File: src/rtl/cache_regfile.sv
// cache_regfile: DEPTH x WIDTH register-file cache with one write port, two
// registered read ports, per-entry valid bits and a one-entry-per-cycle clear
// sweep. Reads see same-edge writes and hide the entry being swept this cycle.

// One registered read port; instantiated once per read port by the top.
module cache_regfile_rd_port #(
    parameter int WIDTH  = 16,
    parameter int DEPTH  = 8,
    parameter int ADDR_W = $clog2(DEPTH)
) (
    input  logic                         clk,
    input  logic                         rst_n,
    input  logic [DEPTH-1:0][WIDTH-1:0]  mem,
    input  logic [DEPTH-1:0]             valid,
    input  logic                         busy,
    input  logic [ADDR_W-1:0]            ptr,
    input  logic                         wr_ok,
    input  logic [ADDR_W-1:0]            wr_addr,
    input  logic [WIDTH-1:0]             wr_data,
    input  logic [ADDR_W-1:0]            addr,
    output logic [WIDTH-1:0]             data,
    output logic                         vld
);
    logic             in_range;
    logic [WIDTH-1:0] nxt_data;
    logic             nxt_vld;

    assign in_range = ({1'b0, addr} < (ADDR_W+1)'(DEPTH));

    // Next read value: the swept entry reads as cleared, then a same-edge
    // write wins over stored contents; out-of-range addresses read 0/invalid.
    // A write is never accepted while busy, so the first two cannot collide.
    always_comb begin
        nxt_data = '0;
        nxt_vld  = 1'b0;
        if (busy && addr == ptr) begin
            nxt_data = '0;
            nxt_vld  = 1'b0;
        end else if (wr_ok && addr == wr_addr) begin
            nxt_data = wr_data;
            nxt_vld  = 1'b1;
        end else if (in_range) begin
            nxt_data = mem[addr];
            nxt_vld  = valid[addr];
        end
    end

    // Output register, cleared by reset.
    always_ff @(posedge clk) begin
        if (!rst_n) begin
            data <= '0;
            vld  <= 1'b0;
        end else begin
            data <= nxt_data;
            vld  <= nxt_vld;
        end
    end
endmodule

module cache_regfile #(
    parameter int WIDTH  = 16,
    parameter int DEPTH  = 8,
    parameter int ADDR_W = $clog2(DEPTH)
) (
    input  logic              clk,
    input  logic              rst_n,
    input  logic              wr_en,
    input  logic [ADDR_W-1:0] wr_addr,
    input  logic [WIDTH-1:0]  wr_data,
    input  logic [ADDR_W-1:0] rd_addr_a,
    output logic [WIDTH-1:0]  rd_data_a,
    output logic              rd_valid_a,
    input  logic [ADDR_W-1:0] rd_addr_b,
    output logic [WIDTH-1:0]  rd_data_b,
    output logic              rd_valid_b,
    input  logic              clr_req,
    output logic              busy
);
    localparam int NUM_RD = 2;

    typedef enum logic {IDLE = 1'b0, SWEEP = 1'b1} state_t;

    state_t                        state;
    logic [ADDR_W-1:0]             ptr;
    logic [DEPTH-1:0][WIDTH-1:0]   mem;
    logic [DEPTH-1:0]              valid;
    logic                          wr_ok;

    logic [NUM_RD-1:0][ADDR_W-1:0] rd_addr;
    logic [NUM_RD-1:0][WIDTH-1:0]  rd_data;
    logic [NUM_RD-1:0]             rd_vld;

    assign wr_ok = wr_en && !busy && ({1'b0, wr_addr} < (ADDR_W+1)'(DEPTH));

    // Storage, valid bits and clear sequencer; busy is a registered FSM output
    // that is high for exactly the DEPTH cycles spent in SWEEP.
    always_ff @(posedge clk) begin
        if (!rst_n) begin
            state <= IDLE;
            ptr   <= '0;
            busy  <= 1'b0;
            mem   <= '0;
            valid <= '0;
        end else begin
            if (wr_ok) begin
                mem[wr_addr]   <= wr_data;
                valid[wr_addr] <= 1'b1;
            end
            case (state)
                IDLE: begin
                    if (clr_req) begin
                        state <= SWEEP;
                        ptr   <= '0;
                        busy  <= 1'b1;
                    end
                end
                SWEEP: begin
                    mem[ptr]   <= '0;
                    valid[ptr] <= 1'b0;
                    if (ptr == ADDR_W'(DEPTH - 1)) begin
                        state <= IDLE;
                        busy  <= 1'b0;
                        ptr   <= '0;
                    end else begin
                        ptr <= ptr + 1'b1;
                    end
                end
                default: begin
                    state <= IDLE;
                    busy  <= 1'b0;
                end
            endcase
        end
    end

    assign rd_addr = {rd_addr_b, rd_addr_a};

    for (genvar p = 0; p < NUM_RD; p++) begin : g_rd
        cache_regfile_rd_port #(
            .WIDTH (WIDTH),
            .DEPTH (DEPTH),
            .ADDR_W(ADDR_W)
        ) u_rd (
            .clk    (clk),
            .rst_n  (rst_n),
            .mem    (mem),
            .valid  (valid),
            .busy   (busy),
            .ptr    (ptr),
            .wr_ok  (wr_ok),
            .wr_addr(wr_addr),
            .wr_data(wr_data),
            .addr   (rd_addr[p]),
            .data   (rd_data[p]),
            .vld    (rd_vld[p])
        );
    end

    assign rd_data_a  = rd_data[0];
    assign rd_valid_a = rd_vld[0];
    assign rd_data_b  = rd_data[1];
    assign rd_valid_b = rd_vld[1];
endmodule

File: config.mk
export PLATFORM = sky130hd
export DESIGN_NAME = cache_regfile
export DESIGN_NICKNAME = d
export VERILOG_FILES = /design/src/rtl/cache_regfile.sv
export SDC_FILE = /design/constraint.sdc
export NUM_CORES = 1
export LEC_CHECK = 0
export ABC_AREA = 1
export BUFFER_PORTS_ARGS = -buffer_cell sky130_fd_sc_hd__buf_2
export CAP_MARGIN = 25
export CORE_ASPECT_RATIO = 1.75
export CORE_MARGIN = 2
export CORE_UTILIZATION = 45
export CTS_CLUSTER_DIAMETER = 50
export DETAILED_ROUTE_END_ITERATION = 8
export SETUP_SLACK_MARGIN = 0.05
export SYNTH_ARGS = -nofsm -noshare
export SYNTH_HDL_FRONTEND = slang
export SYNTH_SLANG_ARGS = --single-unit
File: constraint.sdc
create_clock -name clk -period 1.5 [get_ports clk]
set_input_delay 0.075 -clock clk [delete_from_list [all_inputs] [get_ports clk]]
set_output_delay 0.075 -clock clk [all_outputs]
set_load 0.01 [all_outputs]
==> Word-level counts from Yosys, hierarchy flattened <==
Index checks and enable logic that the tools add are counted.
{ "totals": {"regBits": 175, "inputBits": 29, "output_inout_bits": 35, "wordCells": 84} }
{ "classes": {"addsub": 1, "magnitude_cmp": 6, "eq_ne": 7, "muxes": 36, "bitwise_logic": 7, "reduce_logical": 11} }
{ "op_table": {"columns": ["operator", "count"], "rows": [
  ["two-way mux 128 bit", 3],
  ["bitwise AND 128 bit", 1],
  ["bitwise mux 128 bit", 1],
  ["inverter 128 bit", 1],
  ["binary-select mux 16 bit (select 3 bit)", 2],
  ["demux 16 bit (select 3 bit)", 2],
  ["two-way mux 16 bit", 6],
  ["two-way mux 8 bit", 3],
  ["less-than comparator 3 x 4 -> 1 bit (second input constant)", 4],
  ["equality test 3 bit", 4],
  ["two-way mux 1 bit", 10],
  ["bitwise AND 8 bit", 1],
  ["inverter 8 bit", 1],
  ["OR 8 bit", 1],
  ["logical AND 1 bit", 7],
  ["binary-select mux 1 bit (select 3 bit)", 2],
  ["demux 1 bit (select 3 bit)", 2],
  ["greater-or-equal comparator 3 x 1 -> 1 bit (second input constant)", 2],
  ["two-way mux 3 bit", 2],
  ["one-hot mux 3 bit (2 select lines)", 1],
  ["one-hot mux 1 bit (2 select lines)", 2],
  ["OR reduction 2 bit", 2],
  ["adder 3 x 1 -> 3 bit (second input constant)", 1],
  ["equality test 3 bit (second input constant)", 1],
  ["other kinds (5)", 6]
]} }

==> Longest topological paths before layout <==
{ "depth": {"ltp_word": 9, "depth_mapped": 10, "mapped_depth_nobuf": 8} }

==> Cells and area by module <==
Synthesis repeated with hierarchy kept, for this count alone.
{ "unflattened": {"cells_unflattened": 1619, "area_unflattened_um2": 9833.2} }
{ "modules_own_cells": {"columns": ["module", "n_inst", "cells_per_inst", "area_per_inst_um2", "seq_area_each_um2"], "rows": [
  ["cache_regfile", 1, 781, 5521.5, 2822.7],
  ["cache_regfile_rd_port", 2, 419, 2155.8, 340.3]
]} }

==> Least setup slack after synthesis <==
Ideal clock, no wire load.
{ "synth_path": {"path_type": "reg2reg", "start": "register busy", "end": "register mem[54] (netlist name)", "t_arrival_ns": 1.177, "required_time_ns": 1.371, "path_slack_ns": 0.194, "stages_incl_launch_ff": 8, "path_buffers": 1, "period_less_slack_ns": 1.306, "path_cell_list": "dfxtp_1 nor2_1 nand2_2 nor2_8 inv_2 buf_4 nor2_1 nor3_1"} }
{ "synth_via": {"elab_chain_cells": 6} }
{ "synth_lines": {"columns": ["element", "line_no", "text"], "rows": [
  ["from (decl)", "77", "output logic busy"],
  ["from (signal assigned)", "101", "busy <= 1'b0;"],
  ["from (signal assigned)", "114", "busy <= 1'b1;"],
  ["from (signal assigned)", "122", "busy <= 1'b0;"],
  ["logical NOT 1 bit (*)", "93", "assign wr_ok = wr_en && !busy && ({1'b0, wr_addr} < (ADDR_W+1)'(DEPTH));"],
  ["logical AND 1 bit (*)", "93", null],
  ["two-way mux 128 bit (*)", "105", "if (wr_ok) begin"],
  ["two-way mux 128 bit (*)", "98", "if (!rst_n) begin"],
  ["bitwise AND 128 bit (no line)", null, null],
  ["two-way mux 128 bit (*)", "109", "case (state)"],
  ["to (signal, indexed assignment)", "106", "mem[wr_addr] <= wr_data;"],
  ["to (decl)", "85", "logic [DEPTH-1:0][WIDTH-1:0] mem;"]
]} }
Every way passes the cells marked *; elsewhere a longest branch is shown, timed or not. The select of a mux whose other input is x is not followed.
A chain may end at the register's enable or synchronous reset.

==> Worst setup path after layout <==
{ "layout_path": {"start": "register busy", "end": "register mem[2] (netlist name)"} }
The elaborated chain is that of the path after synthesis.

==> results.md <==
* LEAKAGE at 4.75 nW
* Final WL at 35500 um
* Post-synth net total at 1489
* # setup viols final at 0
* Status: finished, violations left
* Max_cap viols at 0
* Final period utilization at 90.9%
* Pre-CTS setup slack at 66.4 ps
* Post-synthesis instance total at 1458
* Drt pass-1 iters at 9
* Root buf cell: clkbuf_16
* Peak supply drop at 0.592 mV
* Fin util at 53.7%
* First-pass GRT wire length at 54900 um
* Worst Setup Start Kind: register
* Reg clk slew, reported paths at 60 ps
* Seq/Total Area, Yosys at 37.5%
* Number of buffers created by CTS at 17
* Vias at 10100
* Post-Route Setup TNS at 0 ps
* P&R area growth vs syn at 17.3%
* Max Clock Skew at 6.23 ps
* Fin nets at 1546
* Initial core utilization at 45.8%
* Violated checks: design-rule violations
* Cells after DPL at 1735
* Clock sinks at 175
* Most frequent cells in the layout: 336 x nand2_1, 335 x nor2_1, 242 x nand3_1
* DRC at 4
* Rows at 69
* Crit Path Class: reg2reg
* Ant. Diodes at 0
* Ys async rst share at 0%
* Synthesized flop and latch total at 175
* RSZ-0062 raised after global routing: true
* Number of flops mapped to enable cells by yosys at 0
* DRT iter0 DRCs at 974
* Fin crit period at 1360 ps
* Drt wl/cell at 20.0 um
* Area contributors post-synth: dfxtp_1 38%, nand2_1 14%, nor2_1 14%
* Avg Inst Size Synth at 6.40 um^2
* CTS tree: yes
* PD cells at 1050 nW/um^2
* Synth top area share at 37.5%
* Fin. Hold Viols at 0
* Ys flop type: dfxtp_1
* Synth area leader: dfxtp_1
* Slew Limit Fails at 0
* Largest net degree at the start of global routing at 51
* Post-route insts no fill at 1775
* Ports at 64
* Max-slew headroom at 70.9%
* Synth cell types at 27
* Die height at 195 um
* Final GP Congestion at 0.968
* Hold Path Class: in2reg
* Hpwl dp at 24300 um
* Syn. warnings at 0
* Crit path arrival time at 1730 ps
* Fill count at 2059
* CP Capture Type: register
* FMAX at 733 MHz
* All-Layer GR Usage at 32.6%
* Most common cell after layout, fill and taps aside: nand2_1
* GR Overflow Total at 0
* Die W at 113 um
* Die ar. at 22000 um^2
* Cell area after synthesis at 9330 um^2
* Port Buf Inserts at 63
* CTS H-Tree Depth at 4
* Initial antenna violation count at 1
* Worst Slack Setup Final at 137 ps
* Number of global-route vias before repair at 9488
* Worst endpoint required time at 1870 ps
* Layout cell share with drive strength beyond 1 at 15.8%
* CP Max Fanout at 12
* Skew-Pair Late Insertion Delay at 440 ps
* CTS max path bufs at 2
* Core area at 20400 um^2
* Worst Max-Slew Pin Slew at 435 ps
* Via-to-Cell Ratio at 5.66
* Antenna Violating Nets Remaining at 0
==> final timing paths <==
path                            slack [ps]                  to  cells after the start                from
worst max-delay path                   140   mem[2]$_SDFF_PN0_                      7   busy$_SDFFE_PN0P_
worst min-delay path                    10  mem[62]$_SDFF_PN0_                      3         wr_data[14]
worst max register to register         140   mem[2]$_SDFF_PN0_                      7   busy$_SDFFE_PN0P_
worst min register to register         490  mem[20]$_SDFF_PN0_                      2  mem[20]$_SDFF_PN0_
==> timing repair <==
action                     CTS  global route
buffers inserted             0             0
resized for setup            2            21
hold endpoints to repair    25             1
setup endpoints to repair    3            97
hold buffers                 8             1
==> cell families (layout without fill, tap and decap cells) <==
logic type	after synthesis	after routing	share of synthesized area, %
AND/OR/NAND/NOR	1043	1043	49.0
flip-flops	175	175	37.5
buffers and inverters	163	232	8.65
AO/OA/AOI/OAI	75	75	4.58
adder cells (fa/ha/maj)	2	2	0.268
==> report_power, final <==
group	switching [mW]	internal, mW	total [mW]
sequential	0.114	4.83	4.95
clock	1.88	2.85	4.73
combinational	1.21	0.611	1.82
total	3.21	8.29	11.5
==> area by class of cell <==
cell class / instances / area [um^2] / share of cell area (%)
clock buffers: 19 / 453 / 4.14
clock inverters: 12 / 166 / 1.52
inverters: 56 / 239 / 2.18
multi-input cells: 1120 / 5040 / 46.0
flip-flops and latches: 175 / 3510 / 32.0
well taps: 248 / 310 / 2.83
repair buffers: 145 / 1230 / 11.3
==> registers in the layout (all words and copies together), names as in the netlist <==
register and count:
mem 128, g_rd.u_rd.data 32, valid 8, ptr 3, g_rd.u_rd.vld 2, busy 1, state 1
==> worst max-delay path: stages, from the launching register on <==
cell and delay [ps]:
dfxtp_2 340, inv_1 80, nand2_2 80, nor2_4 190
nand2_2 110, clkinv_2 270, nor2_1 80, nor3_1 120
==> per-layer routing <==
| metal | wire length (um) | GRT usage (%) | part of all wire (%) | up-vias |
|---|---|---|---|---|
| met5 | 0 | 0 | 0 | - |
| met4 | 2350 | 20.5 | 6.6 | 0 |
| met3 | 2880 | 5.24 | 8.1 | 125 |
| met2 | 17100 | 54.6 | 48 | 531 |
| met1 | 13100 | 38.5 | 37 | 4589 |
| li1 | - | - | - | 4805 |
==> cells in the mapped netlist (15+ instances only) <==
cell type and instances:
nand2_1 337, nor2_1 336, nand3_1 242, dfxtp_1 175, nor3_1 85, buf_2 47, inv_1 37, o21ai_0 32
buf_4 27, a21oi_1 25, clkbuf_1 19, nor3_2 17, inv_2 15
==> per-stage QoR <==
| step | power, mW | hold WS [ps] | cell area [um^2] |
|---|---|---|---|
| 5_1_grt | 11.9 | 22.3 | 10900 |
| 6_report | 11.5 | 13.3 | 10900 |
| 4_1_cts | 11.5 | 2.72 | 10900 |
| 3_3_place_gp | 6.79 | 383 | 10200 |
| 2_1_floorplan | 6.10 | 215 | 9330 |
| 3_5_place_dp | 6.80 | 388 | 10200 |
Note: power is estimated with default switching activity, not from simulation.
